===== src/rtl/reg_file_pkg.sv =====
`default_nettype none
// ============================================================================
// Module : reg_file_pkg
// Brief  : Shared state encoding and parameter defaults for the register file.
// Rev    : 1.0  initial release
// ============================================================================
package reg_file_pkg;

  typedef enum logic [0:0] {
    ST_IDLE  = 1'b0,
    ST_CLEAR = 1'b1
  } state_t;

  localparam int DATA_W_DEF   = 16;
  localparam int NUM_REGS_DEF = 16;

endpackage
`default_nettype wire


===== src/rtl/reg_file_clear_fsm.sv =====
`default_nettype none
// ============================================================================
// Module : reg_file_clear_fsm
// Brief  : Clear sequencer; sweeps one register index per cycle while busy.
// Rev    : 1.0  initial release
// ============================================================================
module reg_file_clear_fsm
  import reg_file_pkg::*;
#(
  parameter int NUM_REGS = NUM_REGS_DEF,
  parameter int ADDR_W   = $clog2(NUM_REGS)
) (
  input  logic              clk,
  input  logic              rst_n,
  input  logic              i_clr_req,
  output logic              o_busy,
  output logic              o_clr_stb,
  output logic [ADDR_W-1:0] o_clr_idx
);

  localparam logic [ADDR_W-1:0] c_LAST = ADDR_W'(NUM_REGS - 1);

  state_t            r_state;
  state_t            w_state_nxt;
  logic [ADDR_W-1:0] r_cnt;
  logic [ADDR_W-1:0] w_cnt_nxt;

  always_ff @(posedge clk or negedge rst_n) begin
    if (!rst_n) begin
      r_state <= ST_IDLE;
      r_cnt   <= '0;
    end else begin
      r_state <= w_state_nxt;
      r_cnt   <= w_cnt_nxt;
    end
  end

  always_comb begin
    w_state_nxt = r_state;
    w_cnt_nxt   = r_cnt;
    o_busy      = 1'b0;
    o_clr_stb   = 1'b0;
    o_clr_idx   = r_cnt;
    case (r_state)
      ST_IDLE: begin
        if (i_clr_req) begin
          w_state_nxt = ST_CLEAR;
          w_cnt_nxt   = '0;
        end
      end
      ST_CLEAR: begin
        o_busy    = 1'b1;
        o_clr_stb = 1'b1;
        // Stop on the last index so the counter never wraps past NUM_REGS-1.
        if (r_cnt == c_LAST) begin
          w_state_nxt = ST_IDLE;
          w_cnt_nxt   = '0;
        end else begin
          w_cnt_nxt = r_cnt + 1'b1;
        end
      end
      default: w_state_nxt = ST_IDLE;
    endcase
  end

endmodule
`default_nettype wire


===== src/rtl/reg_file.sv =====
`default_nettype none
// ============================================================================
// Module : reg_file
// Brief  : NUM_REGS x DATA_W register file, 1 write / 2 comb reads / 1 debug
//          registered read, with sequential clear. Optional write-to-read
//          bypass enabled by defining REG_FILE_BYPASS_EN.
// Rev    : 1.0  initial release
// ============================================================================
module reg_file
  import reg_file_pkg::*;
#(
  parameter  int DATA_W   = DATA_W_DEF,
  parameter  int NUM_REGS = NUM_REGS_DEF,
  localparam int ADDR_W   = $clog2(NUM_REGS)
) (
  input  logic                clk,
  input  logic                rst_n,
  input  logic [ADDR_W-1:0]   dest_reg,
  input  logic [ADDR_W-1:0]   sour_reg,
  input  logic [ADDR_W-1:0]   reg_sel,
  input  logic                wr_en,
  input  logic [DATA_W-1:0]   wr_data,
  input  logic                clr_req,
  output logic [DATA_W-1:0]   dr,
  output logic [DATA_W-1:0]   sr,
  output logic [DATA_W-1:0]   reg_out,
  output logic [NUM_REGS-1:0] wr_onehot,
  output logic                busy,
  output logic                wr_drop
);

  logic [DATA_W-1:0] r_regs [NUM_REGS];
  logic [DATA_W-1:0] r_reg_out;
  logic              r_wr_drop;

  logic              w_clr_stb;
  logic [ADDR_W-1:0] w_clr_idx;
  logic              w_dest_ok;
  logic              w_sour_ok;
  logic              w_sel_ok;
  logic              w_wr_acc;
  logic              w_wr_rej;
  logic [DATA_W-1:0] w_dr_mem;
  logic [DATA_W-1:0] w_sr_mem;
  logic [DATA_W-1:0] w_dbg;

  reg_file_clear_fsm #(
    .NUM_REGS (NUM_REGS),
    .ADDR_W   (ADDR_W)
  ) u_clr_fsm (
    .clk       (clk),
    .rst_n     (rst_n),
    .i_clr_req (clr_req),
    .o_busy    (busy),
    .o_clr_stb (w_clr_stb),
    .o_clr_idx (w_clr_idx)
  );

  // Address range checks matter only when NUM_REGS is not a power of two.
  assign w_dest_ok = 32'(dest_reg) < NUM_REGS;
  assign w_sour_ok = 32'(sour_reg) < NUM_REGS;
  assign w_sel_ok  = 32'(reg_sel)  < NUM_REGS;

  assign w_wr_acc = wr_en && !busy && w_dest_ok;
  assign w_wr_rej = wr_en && !w_wr_acc;

  always_ff @(posedge clk or negedge rst_n) begin
    if (!rst_n) begin
      for (int i = 0; i < NUM_REGS; i++) begin
        r_regs[i] <= '0;
      end
    end else if (w_clr_stb) begin
      r_regs[w_clr_idx] <= '0;
    end else if (w_wr_acc) begin
      r_regs[dest_reg] <= wr_data;
    end
  end

  for (genvar gi = 0; gi < NUM_REGS; gi++) begin : g_onehot
    assign wr_onehot[gi] = w_wr_acc && (dest_reg == ADDR_W'(gi));
  end

  assign w_dr_mem = w_dest_ok ? r_regs[dest_reg] : '0;
  assign w_sr_mem = w_sour_ok ? r_regs[sour_reg] : '0;
  assign w_dbg    = w_sel_ok  ? r_regs[reg_sel]  : '0;

`ifdef REG_FILE_BYPASS_EN
  assign dr = w_wr_acc ? wr_data : w_dr_mem;
  assign sr = (w_wr_acc && (sour_reg == dest_reg)) ? wr_data : w_sr_mem;
`else
  assign dr = w_dr_mem;
  assign sr = w_sr_mem;
`endif

  always_ff @(posedge clk or negedge rst_n) begin
    if (!rst_n) begin
      r_reg_out <= '0;
      r_wr_drop <= 1'b0;
    end else begin
      r_reg_out <= w_dbg;
      r_wr_drop <= w_wr_rej;
    end
  end

  assign reg_out = r_reg_out;
  assign wr_drop = r_wr_drop;

endmodule
`default_nettype wire


===== config.mk =====
export PLATFORM = sky130hd
export DESIGN_NAME = reg_file
export DESIGN_NICKNAME = d
export VERILOG_FILES = /design/src/rtl/reg_file_pkg.sv /design/src/rtl/reg_file_clear_fsm.sv /design/src/rtl/reg_file.sv
export SDC_FILE = /design/constraint.sdc
export NUM_CORES = 1
export LEC_CHECK = 0
export ABC_AREA = 1
export CORE_MARGIN = 2
export CORE_UTILIZATION = 45
export DETAILED_ROUTE_END_ITERATION = 16
export SLEW_MARGIN = 20
export SYNTH_ARGS = -nofsm -noshare
export SYNTH_HDL_FRONTEND = slang
export SYNTH_HIERARCHICAL = 1
export SYNTH_SLANG_ARGS = --single-unit

===== constraint.sdc =====
create_clock -name clk -period 2 [get_ports clk]
set_input_delay 0.2 -clock clk [delete_from_list [all_inputs] [get_ports clk]]
set_output_delay 0.2 -clock clk [all_outputs]
set_load 0.1 [all_outputs]

==> results of run 1 <==
[cell usage in the layout (no fill, tap or decap), types with 5 or more instances in the layout]
master / netlist / layout
sky130_fd_sc_hd__nand4_1: 11 / 11
sky130_fd_sc_hd__nor2_1: 21 / 10
sky130_fd_sc_hd__nor2_4: 1 / 14
sky130_fd_sc_hd__nand2_1: 1480 / 1456
sky130_fd_sc_hd__o22ai_1: 64 / 64
sky130_fd_sc_hd__o21ai_1: 54 / 54
sky130_fd_sc_hd__clkbuf_1: 53 / 8
sky130_fd_sc_hd__inv_2: 15 / 15
sky130_fd_sc_hd__buf_2: 92 / 5
sky130_fd_sc_hd__nand3_2: 4 / 11
sky130_fd_sc_hd__clkbuf_8: 0 / 12
sky130_fd_sc_hd__clkbuf_16: 0 / 37
sky130_fd_sc_hd__nand3_1: 454 / 447
sky130_fd_sc_hd__o21ai_0: 140 / 140
sky130_fd_sc_hd__clkdlybuf4s50_1: 0 / 22
sky130_fd_sc_hd__inv_1: 329 / 325
sky130_fd_sc_hd__dfrtp_1: 278 / 277
sky130_fd_sc_hd__nand2_2: 4 / 28
sky130_fd_sc_hd__buf_12: 0 / 117
sky130_fd_sc_hd__buf_4: 16 / 105
[worst reg2reg max path: cells and delay by family, from the launching register on]
kind	cells	cell delay [ps]
and+or+nand+nor	2	310
DFF	1	490
buffers and inverters	4	820
AOI/OAI and AO/OA	1	80
[synthesized netlist by cell type]
master	number	area share (%)
sky130_fd_sc_hd__buf_4	16	0.64
sky130_fd_sc_hd__nand4_1	11	0.37
sky130_fd_sc_hd__buf_1	40	0.80
sky130_fd_sc_hd__inv_1	329	6.6
sky130_fd_sc_hd__nand2_1	1480	30
sky130_fd_sc_hd__a22o_1	1	0.047
sky130_fd_sc_hd__nor3_2	1	0.053
sky130_fd_sc_hd__nor2_2	5	0.17
sky130_fd_sc_hd__nor2_4	1	0.060
sky130_fd_sc_hd__o21ai_1	54	1.4
sky130_fd_sc_hd__a21oi_1	1	0.027
sky130_fd_sc_hd__buf_6	1	0.060
sky130_fd_sc_hd__nor2_1	21	0.42
sky130_fd_sc_hd__o22ai_1	64	2.1
sky130_fd_sc_hd__nand3_1	454	12
sky130_fd_sc_hd__nand2_2	4	0.13
sky130_fd_sc_hd__nand3_2	4	0.21
sky130_fd_sc_hd__clkbuf_2	1	0.027
sky130_fd_sc_hd__and3_1	1	0.033
sky130_fd_sc_hd__o21ai_0	140	3.7
sky130_fd_sc_hd__nor3_1	4	0.11
sky130_fd_sc_hd__clkbuf_1	53	1.1
sky130_fd_sc_hd__inv_2	15	0.30
sky130_fd_sc_hd__dfrtp_1	278	37
sky130_fd_sc_hd__ha_1	1	0.067
sky130_fd_sc_hd__buf_2	92	2.5
[stage by stage]
step	setup WS (ps)	area, um^2	hold WS [ps]
after floorplan	-376.7	18850	-95.59
after global placement	107.4	21910	174.1
after detailed placement	64.76	21910	164.1
after CTS	-51.49	23210	186.4
after global routing	-86.60	23300	220.2
final	-35.07	23300	187.5
[cell type report]
type | count | area (um^2)
flip-flops and latches | 278 | 6960
repair buffers | 252 | 3412
well taps | 532 | 665.6
multi-input cells | 2247 | 9749
inverters | 344 | 1301
clock inverters | 7 | 92.59
fillers | 3932 | 17620
clock buffers | 57 | 1121
[cells by family after synthesis]
kind of cell	Yosys count	synth area share, %
AOI/OAI and AO/OA	260	7.403
adders and majority gates	1	0.06686
buffers and inverters	547	11.96
DFF	278	37.18
and+or+nand+nor	1986	43.39
[final timing paths]
kind                                        start           end  slack [ps]  cells after the start
worst min-delay path                        rst_n   r_regs[238]         190                      2
min in group clk                            wr_en       wr_drop         210                      3
max in group asynchronous                   rst_n   r_regs[117]        1040                      3
worst min register to register        r_regs[217]   r_regs[217]         560                      2
worst max-delay path            u_clr_fsm/r_state  wr_onehot[1]         -40                      6
worst max register to register  u_clr_fsm/r_state    r_regs[39]         230                      7
[per-layer routing]
layer | global-route usage, % | vias to the layer above | share of wire [%]
met2 | 58.47 | 1619 | 43
met1 | 50.58 | 10130 | 38
met4 | 23.62 | 2 | 6.5
met3 | 9.026 | 366 | 13
met5 | 0 | - | 0.015
li1 | - | 9725 | -
[registers in the layout (all words and copies together), names as in the netlist]
register and count:
u_clr_fsm/r_state 1, u_clr_fsm/o_clr_idx 4, wr_drop 1, reg_out 16
r_regs 256
[power by group through the flow]
stage                     registers [mW]  logic [mW]  clock network (mW)
final                               6.57        6.58                6.76
after global routing                6.63        6.96                7.03
after CTS                           6.55        6.41                6.78
after detailed placement            6.66        6.31                   0
after global placement              6.64        6.26                   0
after floorplan                     6.96        3.38                   0
[timing repair]
action,4_1_cts,5_1_grt
gates cloned,0,0
resized for setup,5,31
hold endpoints to repair,109,0
hold buffers,1,0
setup endpoints to repair,18,30
pin swaps,2,1
buffers inserted,6,0
==> results.txt, run 1 <==
----------------------------------------------------
[Outcome]
  Run status ... finished, violations left
  Failing checks ... negative setup slack

[CTS]
  Cts bufs inserted ... 36
  Number of levels in the clock H-tree ... 2
  TritonCTS clock tree ... yes
  Post-CTS clock slew at the launch and capture registers of the worst setup and hold paths ... 60 ps
  Skew-Pair Late Insertion Delay ... 550 ps
  Master cell of the clock root buffer ... sky130_fd_sc_hd__clkbuf_16
  Number of sinks handled by clock tree synthesis ... 278
  Buffer levels on the longest clock path ... 3

[Timing]
  Max-Slew Margin vs Limit ... 55.26%
  Worst slew pin tran ... 671.1 ps
  Final critical-path setup slack ... -35.07 ps
  Setup repair after global routing missed its margin ... true
  Minimum clock period after layout ... 2035 ps
  Final period util ... 101.8%
  Hold violation total from the final report ... 0
  Fmax ... 0.4914 GHz
  Max Slew Vio Count ... 0
  Setup violators final ... 8
  Worst clock skew ... 10.18 ps
  Final total negative setup slack ... -182.4 ps

[Logic synthesis]
  Number of nets produced by synthesis ... roughly 3100
  Cells after synthesis ... ~3000
  Post-Syn Area ... 0.01871 mm^2
  Average cell area after synthesis ... 6.091 um^2
  Unique cell type count in the Yosys netlist ... 26
  Share of synthesized area occupied by flip-flops and latches ... 37.18%
  Total of warnings raised by yosys ... 6
  Number of synthesized register bits ... 278

[Floorplan]
  Area of the core ... around 0.04 mm^2
  Die outline height ... slightly above 200 um
  Number of core rows ... 74
  Starting Density ... 45.72%
  Die Width ... approximately 210 um
  Count of boundary I/O pins ... 98
  Total die area ... 0.04323 mm^2

[Routing]
  DRC Markers ... 0
  DRT antenna net count ... 0
  Via Count ... 21840
  Post-DR vias/cell ... 5.876
  Drt initial violations ... around 2600
  DRT Wirelength ... about 85000 um
  Number of iterations in the first detailed-routing pass ... 7
  WL per Instance ... between 20 and 25 um

[Critical path]
  Combined buffer and inverter count along the critical path ... 4
  Cell-by-cell trace of the critical path ... nor2_4 -> inv_4 -> buf_12 -> buf_12 -> nor2_4 -> buf_12
  Crit. End Element ... primary output
  Highest cell delay on the worst timing path ... 490 ps
  Crit path launch type ... register
  Kind of cell adding the most delay to the critical path ... buffers and inverters
  Startpoint-to-endpoint class of the critical path ... register to primary output
  Data required time at the worst endpoint ... ~1800 ps
  Most frequent cell on the critical path ... sky130_fd_sc_hd__buf_12
  Worst path arrival time ... between 1500 and 2000 ps
  Peak fanout along the critical path ... 10
  Slowest CP cell ... sky130_fd_sc_hd__dfrtp_4

[Placement]
  Number of placed instances, taps included ... 3646
  Post-DP HPWL ... 52880 um
  Port bufs ... 97
  Weighted congestion reported at the end of routability-driven placement ... 0.9211

[GRT]
  Largest net degree at the start of global routing ... 71
  First-pass GRT wire length ... 127200 um
  Global-route total usage across every layer ... 38.77%
  Remaining Overflow, GRT ... 0
  Number of global-route vias before repair ... 21070
  Initial antenna violation count ... 3

[Pwr]
  Power Total ... 19.91 mW
  Sw power ... 7.628 mW
  Combinational group share of total power ... 33.1%
  P_int ... between 10 and 15 mW
  Switch share ... 38.32%
  Worst supply voltage drop on vdd ... 0.7866 mV
  Total leakage power ... 12.39 nW
  Sequential group share of total power ... 33.0%
  Power per cell area ... 854.4 mW/mm^2
  Clk network pwr share ... approximately a third

[Layout]
  Proportion of layout cells with a drive suffix above 1 ... 11.49%
  Post-route insts no fill ... 3717
  Final-stage net count ... 3192
  Number of antenna diodes ... 0
  Synth-to-Final Area Change ... 24.54%
  Post-layout util ... between 50% and 60%

[Min path]
  Worst min-delay path class ... input pin to asynchronous set/reset pin

[Run]
  Count of max-cap constraint violations ... 0

----------------------------------------------------
Note: power is estimated with default switching activity, not from simulation.
==> run 2: changes to the inputs <==
Settings changed: PLACE_DENSITY_LB_ADDON from default to 0.1.
==> run 2 against run 1 <==
Against the previous run: the flow now finishes without violations; count of clock-buffer cells in the layout is 6 lower; flip-flop and latch count stayed put; core utilization is 0.21 points higher; first-iteration DRC count is 29% higher; sequential share of layout area is 0.11 points lower; critical endpoint is now dr[10]; largest power group unchanged.
==> results.txt, run 2 (synthesis results as in run 1) <==
----------------------------------------------------
[Timing]
  Setup repair after global routing missed its margin ... true (unchanged)
  Setup violators final ... 0 (was 8)
  Hold violation total from the final report ... 0 (unchanged)
  Worst slew pin tran ... 601.7 ps (was 671.1 ps)
  Max Slew Vio Count ... 0 (unchanged)
  Max-Slew Margin vs Limit ... 59.76% (was 55.26%)
  Minimum clock period after layout ... 1969 ps (was 2035 ps)
  Final total negative setup slack ... 0 ps (was -182.4 ps)
  Worst clock skew ... 7.286 ps (was 10.18 ps)
  Final critical-path setup slack ... 31.15 ps (was -35.07 ps)
  Fmax ... 0.5079 GHz (was 0.4914 GHz)
  Final period util ... 98.44% (was 101.8%)

[Critical path]
  Startpoint of the worst register-to-register path ... u_clr_fsm/r_state (unchanged)
  Crit. End Element ... primary output (unchanged)
  Startpoint-to-endpoint class of the critical path ... register to primary output (unchanged)
  FF-to-FF End ... r_regs[111] (was r_regs[39])
  Worst path arrival time ... 1770 ps (was 1840 ps)
  Number of cell instances on the worst register-to-register path ... 6 (was 7)
  Worst reg-to-reg setup slack ... 130 ps (was 230 ps)
  Data required time at the worst endpoint ... 1800 ps (about the same)
  Peak fanout along the critical path ... 2 (was 10)
  Crit path launch type ... register (unchanged)

[Floorplan]
  Die Width ... 207.9 um (unchanged)
  Number of core rows ... 74 (unchanged)
  Starting Density ... 45.72% (unchanged)
  Die outline height ... 207.9 um (unchanged)
  Count of boundary I/O pins ... 98 (unchanged)
  Total die area ... 0.04323 mm^2 (unchanged)
  Area of the core ... 0.04092 mm^2 (unchanged)

[Placement]
  Weighted congestion reported at the end of routability-driven placement ... 0.9603 (was 0.9211)
  Number of placed instances, taps included ... 3650 (was 3646)
  Port bufs ... 97 (unchanged)
  Post-DP HPWL ... 54130 um (was 52880 um)
  Worst slack after detailed placement ... 57.55 ps (was 64.76 ps)

[Pwr]
  Worst supply voltage drop on vdd ... 0.7238 mV (was 0.7866 mV)
  Power per cell area ... 865.9 mW/mm^2 (was 854.4 mW/mm^2)
  Total leakage power ... 12.44 nW (was 12.39 nW)

[Layout]
  Most frequent standard cell in the layout excluding fill and tap cells ... sky130_fd_sc_hd__nand2_1 (unchanged)
  Flip-flop count of the largest register, all copies and words added ... 256 (unchanged)
  Post-layout util ... 57.15% (was 56.94%)
  Proportion of layout cells with a drive suffix above 1 ... 11.53% (was 11.49%)
  Area of the multi-input gates ... 0.009782 mm^2 (was 0.009749 mm^2)
  Largest register by flop count ... r_regs (unchanged)
  Fill count ... 3970 (was 3932)
  Final-stage net count ... 3192 (unchanged)
  Post-route insts no fill ... 3716 (was 3717)
  Top library cells by usage in the layout, fill and taps aside ... 1461 x sky130_fd_sc_hd__nand2_1, 441 x sky130_fd_sc_hd__nand3_1, 325 x sky130_fd_sc_hd__inv_1, 277 x sky130_fd_sc_hd__dfrtp_1, 140 x sky130_fd_sc_hd__o21ai_0 (was 1456 x sky130_fd_sc_hd__nand2_1, 447 x sky130_fd_sc_hd__nand3_1, 325 x sky130_fd_sc_hd__inv_1, 277 x sky130_fd_sc_hd__dfrtp_1, 140 x sky130_fd_sc_hd__o21ai_0)
  Total area of sequential cells ... 0.006960 mm^2 (unchanged)
  Number of antenna diodes ... 0 (unchanged)
  Synth-to-Final Area Change ... 25.00% (was 24.54%)

[Routing]
  Number of iterations in the first detailed-routing pass ... 8 (was 7)
  Post-DR vias/cell ... 5.909 (was 5.876)
  Top metal layer carrying routed signals ... met5 (unchanged)
  Met1 Wirelength ... 31960 um (was 31880 um)
  WL per Instance ... 23.11 um (was 22.83 um)
  Via Count ... 21960 (was 21840)
  DRT antenna net count ... 0 (unchanged)
  DRT Wirelength ... 85890 um (was 84840 um)
  Sum of met2 wire segment lengths after detailed routing ... 37130 um (was 36580 um)
  Routed length on met3 ... 10530 um (was 10870 um)
  DRC Markers ... 0 (unchanged)
  Drt initial violations ... 3425 (was 2649)

[Min path]
  Worst min-delay path class ... input pin to asynchronous set/reset pin (unchanged)

[CTS]
  Post-CTS clock slew at the launch and capture registers of the worst setup and hold paths ... 60 ps (about the same)
  Skew-Pair Late Insertion Delay ... 550 ps (about the same)
  Master cell of the clock root buffer ... sky130_fd_sc_hd__clkbuf_16 (unchanged)
  Number of levels in the clock H-tree ... 2 (unchanged)
  Cts bufs inserted ... 36 (unchanged)
  Number of sinks handled by clock tree synthesis ... 278 (unchanged)
  TritonCTS clock tree ... yes (unchanged)
  Buffer levels on the longest clock path ... 3 (unchanged)

[Outcome]
  Run status ... complete, no violations (was finished, violations left)

[GRT]
  Largest net degree at the start of global routing ... 65 (was 71)
  First-pass GRT wire length ... 128300 um (was 127200 um)
  Global-route total usage across every layer ... 39.21% (was 38.77%)
  Number of global-route vias before repair ... 20830 (was 21070)
  Remaining Overflow, GRT ... 0 (unchanged)
  Initial antenna violation count ... 3 (unchanged)

[Run]
  Count of max-cap constraint violations ... 0 (unchanged)

----------------------------------------------------
-- run 2: changes by cell type in the layout (fill, tap and decap cells not counted), moves of 2 or more --
cell                        change
sky130_fd_sc_hd__bufinv_16      +4
sky130_fd_sc_hd__clkbuf_8       -5
sky130_fd_sc_hd__clkinv_2       +3
sky130_fd_sc_hd__nand2_1        +5
sky130_fd_sc_hd__nand2_2        -5
sky130_fd_sc_hd__nand3_1        -6
sky130_fd_sc_hd__nand3_2        +4
sky130_fd_sc_hd__nand3_4        +2
-- run 2: layout make-up --
cell class / instances / share of cell area, %
clock inverters: 12 / 0.8988
multi-input cells: 2247 / 41.83
flip-flops and latches: 278 / 29.76
clock buffers: 51 / 4.483
well taps: 532 / 2.846
repair buffers: 252 / 14.62
inverters: 344 / 5.564
-- run 2: through the flow --
step | hold slack (ps) | power, mW | area, um^2
floorplan | -95.59 | 10.34 | 18850
global placement | 192.9 | 12.86 | 21930
detailed placement | 187.8 | 12.95 | 21930
finish | 181.2 | 20.25 | 23390
global route | 232.0 | 20.96 | 23390
CTS | 189.3 | 20.11 | 23300
-- run 2: timing repair --
action	CTS	global route
hold buffers	1	0
endpoints found under the hold margin	50	0
buffers inserted	2	0
cloned	1	0
endpoints found under the setup margin	21	28
resized for setup	12	31
pin swaps	3	2
-- run 2: worst max-delay path by stage --
stage,depth (start not counted),start,endpoint
after detailed placement,8,dest_reg[3],r_regs[111]
final,9,r_regs[202],dr[10]
after CTS,5,u_clr_fsm/r_state,wr_onehot[15]
after global routing,7,r_regs[207],sr[15]
after global placement,8,dest_reg[3],r_regs[98]
after floorplan,4,u_clr_fsm/r_state,wr_onehot[14]
-- run 2: worst max-delay path, stage by stage, from the launching register on --
cell and delay, ps:
sky130_fd_sc_hd__dfrtp_1 340, sky130_fd_sc_hd__nand2_1 50, sky130_fd_sc_hd__nand2_1 70, sky130_fd_sc_hd__nand2_1 60
sky130_fd_sc_hd__nand2_2 150, sky130_fd_sc_hd__nand2_1 80, sky130_fd_sc_hd__nand2_1 80, sky130_fd_sc_hd__inv_1 40
sky130_fd_sc_hd__nand2_1 140, sky130_fd_sc_hd__buf_12 200
-- run 2: routing by layer --
layer / vias to the layer above / GRT usage, %
li1: 9721 / -
met3: 390 / 7.472
met1: 10250 / 51.08
met2: 1595 / 59.59
met5: - / 0
met4: 6 / 25.73
-- run 2: power breakdown --
| group | internal (mW) | leakage (nW) | total (mW) | switching, mW |
|---|---|---|---|---|
| Clock | 4.41 | 0.623 | 7.09 | 2.68 |
| Sequential | 6.19 | 3.83 | 6.57 | 0.380 |
| Combinational | 1.99 | 7.99 | 6.59 | 4.60 |
| Total | 12.6 | 12.4 | 20.3 | 7.66 |
